<file path="config.mk">
export PLATFORM = sky130hd
export DESIGN_NAME = serial_adder_ctrl
export DESIGN_NICKNAME = d
export VERILOG_FILES = /design/src/rtl/serial_arith_pkg.sv /design/src/rtl/fa_slice.sv /design/src/rtl/serial_adder_ctrl.sv
export SDC_FILE = /design/constraint.sdc
export NUM_CORES = 1
export LEC_CHECK = 0
export BUFFER_PORTS_ARGS = -buffer_cell sky130_fd_sc_hd__buf_2
export CAP_MARGIN = 0
export CORE_ASPECT_RATIO = 1.25
export CORE_MARGIN = 4
export CORE_UTILIZATION = 54
export DETAILED_ROUTE_END_ITERATION = 12
export HOLD_SLACK_MARGIN = 0.02
export PLACE_DENSITY = 0.81
export SKIP_LAST_GASP = 1
export SYNTH_ARGS = -nofsm -noshare
export SYNTH_HDL_FRONTEND = slang
export SYNTH_SLANG_ARGS = --single-unit
export TNS_END_PERCENT = 100
</file>
<file path="constraint.sdc">
create_clock -name clk -period 1.85 [get_ports clk]
set_input_delay 0.185 -clock clk [delete_from_list [all_inputs] [get_ports clk]]
set_output_delay 0.185 -clock clk [all_outputs]
set_load 0.02 [all_outputs]
</file>
<file path="src/rtl/serial_arith_pkg.sv">
// Shared types and defaults for the bit-serial arithmetic sequencers.
package serial_arith_pkg;

  typedef enum logic [1:0] {
    StIdle,
    StRun,
    StDone
  } state_e;

  localparam int unsigned DefaultWidth = 8;

endpackage

</file>
<file path="src/rtl/fa_slice.sv">
// One-bit full-adder cell: the only arithmetic in the serial adder.
module fa_slice (
  input  logic a_i,
  input  logic b_i,
  input  logic c_i,
  output logic s_o,
  output logic c_o
);

  assign s_o = a_i ^ b_i ^ c_i;
  assign c_o = (a_i & b_i) | (a_i & c_i) | (b_i & c_i);

endmodule

</file>
<file path="src/rtl/serial_adder_ctrl.sv">
// Bit-serial add/subtract sequencer: one fa_slice, LSB first, registered carry,
// registered sum/carry-out/overflow presented with a one-cycle done pulse.
module serial_adder_ctrl
  import serial_arith_pkg::*;
#(
  parameter int unsigned WIDTH = DefaultWidth
) (
  input  logic             clk,
  input  logic             rst_n,
  input  logic             start,
  input  logic             sub,
  input  logic [WIDTH-1:0] a,
  input  logic [WIDTH-1:0] b,
  input  logic             cin,
  output logic             busy,
  output logic             done,
  output logic [WIDTH-1:0] sum,
  output logic             cout,
  output logic             overflow
);

  localparam int unsigned CNT_W = $clog2(WIDTH);
  localparam logic [CNT_W-1:0] MsbCnt  = CNT_W'(WIDTH - 2);
  localparam logic [CNT_W-1:0] LastCnt = CNT_W'(WIDTH - 1);

  state_e           state_q, state_d;
  logic [WIDTH-1:0] opa_q, opa_d;
  logic [WIDTH-1:0] opb_q, opb_d;
  // Holds the WIDTH-1 most recent sum bits; the final bit joins them on the last edge.
  logic [WIDTH-2:0] res_q, res_d;
  logic             carry_q, carry_d;
  logic             cmsb_q, cmsb_d;
  logic [CNT_W-1:0] cnt_q, cnt_d;
  logic [WIDTH-1:0] sum_q, sum_d;
  logic             cout_q, cout_d;
  logic             ovf_q, ovf_d;

  logic             slice_s, slice_c;
  logic [WIDTH-1:0] shifted;

  fa_slice u_fa_slice (
    .a_i (opa_q[0]),
    .b_i (opb_q[0]),
    .c_i (carry_q),
    .s_o (slice_s),
    .c_o (slice_c)
  );

  assign shifted = {slice_s, res_q};

  always_comb begin
    state_d = state_q;
    opa_d   = opa_q;
    opb_d   = opb_q;
    res_d   = res_q;
    carry_d = carry_q;
    cmsb_d  = cmsb_q;
    cnt_d   = cnt_q;
    sum_d   = sum_q;
    cout_d  = cout_q;
    ovf_d   = ovf_q;

    unique case (state_q)
      StIdle, StDone: begin
        if (start) begin
          opa_d   = a;
          opb_d   = sub ? ~b : b;
          carry_d = sub ? 1'b1 : cin;
          cnt_d   = '0;
          state_d = StRun;
        end else begin
          state_d = StIdle;
        end
      end
      StRun: begin
        res_d   = shifted[WIDTH-1:1];
        opa_d   = {1'b0, opa_q[WIDTH-1:1]};
        opb_d   = {1'b0, opb_q[WIDTH-1:1]};
        carry_d = slice_c;
        cnt_d   = cnt_q + CNT_W'(1);
        if (cnt_q == MsbCnt) begin
          cmsb_d = slice_c;
        end
        if (cnt_q == LastCnt) begin
          sum_d   = shifted;
          cout_d  = slice_c;
          ovf_d   = cmsb_q ^ slice_c;
          state_d = StDone;
        end
      end
      default: state_d = StIdle;
    endcase
  end

  always_ff @(posedge clk or negedge rst_n) begin
    if (!rst_n) begin
      state_q <= StIdle;
      opa_q   <= '0;
      opb_q   <= '0;
      res_q   <= '0;
      carry_q <= 1'b0;
      cmsb_q  <= 1'b0;
      cnt_q   <= '0;
      sum_q   <= '0;
      cout_q  <= 1'b0;
      ovf_q   <= 1'b0;
    end else begin
      state_q <= state_d;
      opa_q   <= opa_d;
      opb_q   <= opb_d;
      res_q   <= res_d;
      carry_q <= carry_d;
      cmsb_q  <= cmsb_d;
      cnt_q   <= cnt_d;
      sum_q   <= sum_d;
      cout_q  <= cout_d;
      ovf_q   <= ovf_d;
    end
  end

  assign busy     = (state_q == StRun);
  assign done     = (state_q == StDone);
  assign sum      = sum_q;
  assign cout     = cout_q;
  assign overflow = ovf_q;

endmodule

</file>
======== Word-level counts from Yosys, hierarchy flattened ========
Cells that the tools add are included.
storage, ports and cells
  register bits ........................... 40
  input bits .............................. 21
  word-level logic and storage cells ...... 45
operators by class
  add/sub/neg operators ................... 1
  eq/ne operators ......................... 6
  multiplexer cells ....................... 13
  bitwise logic cells ..................... 9
  reductions and logical operators ........ 6
operators by type and width
  kind                                                              number
  8-bit case mux with 2 select lines                                2
  8-bit two-way mux                                                 3
  8-bit inverter                                                    1
  3-bit == test (second input constant)                             2
  3-bit case mux with 2 select lines                                1
  2-bit AND reduction                                               3
  2-bit case mux with 2 select lines                                1
  3-bit by 1-bit adder with 3-bit output (second input constant)    1
  1-bit AND                                                         3
  1-bit two-way mux                                                 3
  3-bit two-way mux                                                 1
  1-bit XOR                                                         3
  2-bit by 1-bit == test with 1-bit output (second input constant)  1
  2-bit == test (second input constant)                             1
  2-bit zero test                                                   1
  2-bit two-way mux                                                 1
  2-bit by 1-bit != test with 1-bit output (second input constant)  1
  2-bit != test (second input constant)                             1
  1-bit OR                                                          2
  1-bit case mux with 2 select lines                                1
  2-bit nonzero test                                                1
  2-bit OR reduction                                                1

======== Depth between registers and ports, before layout ========
  depth after elaboration ................. 4
  depth in mapped cells ................... 6

======== Modules after synthesis ========
Synthesis repeated with hierarchy kept, for this count alone.
second synthesis, totals
  cell total of the unflattened synthesis .. 151
  area total of the unflattened synthesis .. 1760.4 sq um
by module, submodules not included
  module             instances  cells an instance  area an instance (sq um)
  serial_adder_ctrl  1          150                1740.4
  fa_slice           1          1                  20.0

======== Worst setup path before layout ========
No wires, ideal clock.
  kind .................................... register to register
  from .................................... register cnt_q[0]
  to ...................................... register cout_q, in the netlist cout
  library setup time ...................... 0.125 ns
  arrival time ............................ 1.420 ns
  setup slack ............................. 0.305 ns
  cell stages (with the launch flop) ...... 6
  clock period less this slack ............ 1.545 ns
  cells stage by stage .................... dfrtp_1 > ha_1 > ha_1 > nand3b_1 > buf_2 > mux2_2
between the ends
  cells in the longest elaborated chain, start to end .. 2
ends and longest elaborated chain
  what                                  line                      RTL
  from (decl)                           serial_adder_ctrl.sv:33   logic [CNT_W-1:0] cnt_q, cnt_d;
  from (signal assigned)                serial_adder_ctrl.sv:114  cnt_q <= cnt_d;
  3-bit == test                         serial_adder_ctrl.sv:84   if (cnt_q == LastCnt) begin
  2-bit AND reduction (no source line)  --
  to (signal assigned)                  serial_adder_ctrl.sv:116  cout_q <= cout_d;
  to (decl)                             serial_adder_ctrl.sv:35   logic cout_q, cout_d;
No other way between the ends.
A chain may end at the register's enable or synchronous reset.

======== Final worst setup path ========
  from .................................... register cnt_q[0]
  to ...................................... register sum_q[6], in the netlist sum[6]
between the ends
  cells in the longest elaborated chain, start to end .. 2
ends and longest elaborated chain
  what                                  line                      RTL
  3-bit == test                         serial_adder_ctrl.sv:84
  2-bit AND reduction (no source line)  --
  to (signal assigned)                  serial_adder_ctrl.sv:115  sum_q <= sum_d;
  to (decl)                             serial_adder_ctrl.sv:34   logic [WIDTH-1:0] sum_q, sum_d;
No other way between the ends.

==> metrics <==
Net count, final 210; Hold/Removal Path Class in2reg; Least-Margin Pin Slew 615 ps; commonest non-fill, non-tap cell in the layout dfrtp_1; clock transition at the registers of the reported paths 120 ps; CTS tree done; antenna violations before repair 0; Psw 0.00129 W; cell taking the most area after synthesis dfrtp_1; family with the most delay on the worst path flip-flops; WP data arrival 1930 ps; Synth top area share 0.569; Area Growth Syn to Fin 15.7%; total vias in the final route 1201; I/O Buffers 32; first-pass GRT wire length 5.46 mm; status complete, no violations; Reg2Reg Launch Point cnt_q[0]$_DFFE_PN0P_; drt pass-1 iters 4; Max Cap Viol 0; Lkg Pwr 1.03 nW; Req. time, crit path 2090 ps; power share of the sequential group 0.432; pre-CTS WS 129 ps; Chip Width 59.1 um; fin crit period 1690 ps; clock power share 0.181; largest net degree at the start of global routing 41; Synth Register Bits 40; dpl hpwl 2.31 mm; worst r2r path cells 4; GRT Total Usage 0.167; Worst-Skew Late Latency 340 ps; Vias/cell 5.41; Setup crit start kind flop; Yosys warning total 0; switching fraction of total power 0.368; CP max stage cell dfrtp_1; max frequency 591 MHz; core area 0.00303 sq mm; Sink Count 40; synthesized area per cell 11.7 sq um; Cells after DPL 213; routed length per placed instance 14.1 um; Worst Slack Setup Final 157 ps; RSZ-0062 raised after global routing false; number of global-route vias before repair 1226; remaining antenna violation count 0; grt ovf 0; Max VDD drop 1.12 mV; root buf cell clkbuf_4; Crit. End Element flop; crit-path cells ha_1 -> ha_1 -> nand3b_1 -> mux2_2; max-slew violation count 0; fin crit share 0.915; WHS Path Cells 3; most used cell, CP ha_1; endpoints failing setup 0; CTS Buffer Depth 2; Slew headroom 0.590; syn nets 176; cts bufs inserted 5; Setup CP Type reg2reg; pwr dens 1720 mW/mm^2; Syn Inst Count 151; Final Hold Vio Count 0; H-tree levels 2; Post-Syn Area 0.00176 sq mm; Starting Density 0.581; DRC viols 0; # rows 22; most frequent cells in the layout dfrtp_1 (40), buf_2 (32), nand2_1 (29); Initial DRC Count 66; combinational power share 0.386; final-layout fill cell count 254; CP bufs+invs 0; worst hold path startpoint a[1]; Hold Path End opa_q[1]$_DFFE_PN0P_; io pins 33; sequential area share after synthesis 0.569; Die H 71.8 um; Layout Skew 15.6 ps; Unique masters post-synth 25; top post-synthesis cells by area dfrtp_1 (57%), mux2_2 (6.4%), nand2_1 (6.2%), a221o_1 (4.5%), xnor2_1 (4.0%); Non-Filler Instances 222; die area 0.00424 sq mm; fin util 0.673; Crit Path Max Fanout 10; Antenna diodes 0; Critical Path Max Stage Delay 420 ps; r2r setup slk 160 ps; Reg-to-Reg End sum[6]$_DFFE_PN0P_; layout cells sized above 1 0.301; Int Power 0.00221 W; GPL Wtd Cong 0.703; total negative setup slack 0 ps; final wirelength 3.14 mm
==> power groups by stage <==
stage	clock network, W	registers (W)	logic (W)
after global placement	0	0.00150	0.00130
after floorplan	0	0.00159	0.000987
final	0.000635	0.00151	0.00135
after global routing	0.000688	0.00156	0.00151
after detailed placement	0	0.00153	0.00137
after CTS	0.000648	0.00152	0.00137
==> flip-flops by register name, indices dropped and copies added, names as in the netlist <==
signal and count:
carry_q 1, cmsb_q 1, cnt_q 3, cout 1
opa_q 8, opb_q 8, overflow 1, res_q 7
state_q 2, sum 8
==> worst max path at each step <==
| stage | from | end | slack (ps) | cells after the start |
|---|---|---|---|---|
| 6_report | cnt_q[0]$_DFFE_PN0P_ | sum[6]$_DFFE_PN0P_ | 160 | 4 |
| 5_1_grt | cnt_q[0]$_DFFE_PN0P_ | sum[1]$_DFFE_PN0P_ | 60 | 4 |
| 4_1_cts | cnt_q[0]$_DFFE_PN0P_ | sum[1]$_DFFE_PN0P_ | 140 | 4 |
| 3_5_place_dp | cnt_q[0]$_DFFE_PN0P_ | sum[1]$_DFFE_PN0P_ | 130 | 4 |
| 3_3_place_gp | cnt_q[0]$_DFFE_PN0P_ | sum[5]$_DFFE_PN0P_ | 210 | 4 |
| 2_1_floorplan | cnt_q[0]$_DFFE_PN0P_ | cout$_DFFE_PN0P_ | 310 | 5 |
==> worst register-to-register path, delay by kind of cell, from the launching register on <==
family                     cells  cell delay (ps)
adders and majority gates      2              400
and+or+nand+nor                1              380
DFF                            1              420
muxes                          1              400
==> cell type report <==
type / count / area [sq um] / area share
Sequential cell: 40 / 1000 / 0.491
Multi-Input combinational cell: 98 / 664 / 0.326
Timing Repair Buffer: 37 / 213 / 0.104
Clock buffer: 7 / 65.1 / 0.0319
Tap cell: 36 / 45.0 / 0.0221
Clock inverter: 1 / 30.0 / 0.0147
Inverter: 3 / 18.8 / 0.00921
==> Yosys cell counts (all sizes together) <==
library cell,n
a22o,3
nand3,9
ha,3
dfrtp,40
o21ai,3
fa,1
nor2,10
a22oi,7
xnor2,8
nor2b,1
buf,9
nand2,29
o2bb2ai,1
nand3b,1
nand2b,2
xor2,1
and2b,1
a221o,8
mux2,10
clkbuf,1
inv,3
==> repair_timing <==
item                                   in CTS  in global routing
endpoints found under the hold margin      40                  0
hold buffers                                1                  0
buffers inserted                            0                  0
gates resized for setup                     0                  0
==> metrics by stage <==
step / instance area, sq um / hold WS [ps] / power [W]
after floorplan: 1760 / -111 / 0.00258
after global placement: 1930 / 165 / 0.00281
after detailed placement: 1930 / 170 / 0.00291
after CTS: 2040 / 32.5 / 0.00354
after global routing: 2040 / 38.8 / 0.00376
final: 2040 / 42.7 / 0.00350
==> metal layers <==
metal  GRT usage  wire, um  up-vias
met2       0.287      1630       35
met3      0.0505       193        8
met1       0.195      1260      577
met4      0.0529        57        0
met5           0         0        -
li1            -         -      581
==> cell families after synthesis <==
kind of cell,count (synthesis),synth area share
simple gates,53,0.132
buf+inv,13,0.0540
mux,10,0.0640
xor+xnor,9,0.0448
compound gates,22,0.104
flops,40,0.569
fa+ha+maj,4,0.0327
Power figures use the tool's default switching activity.
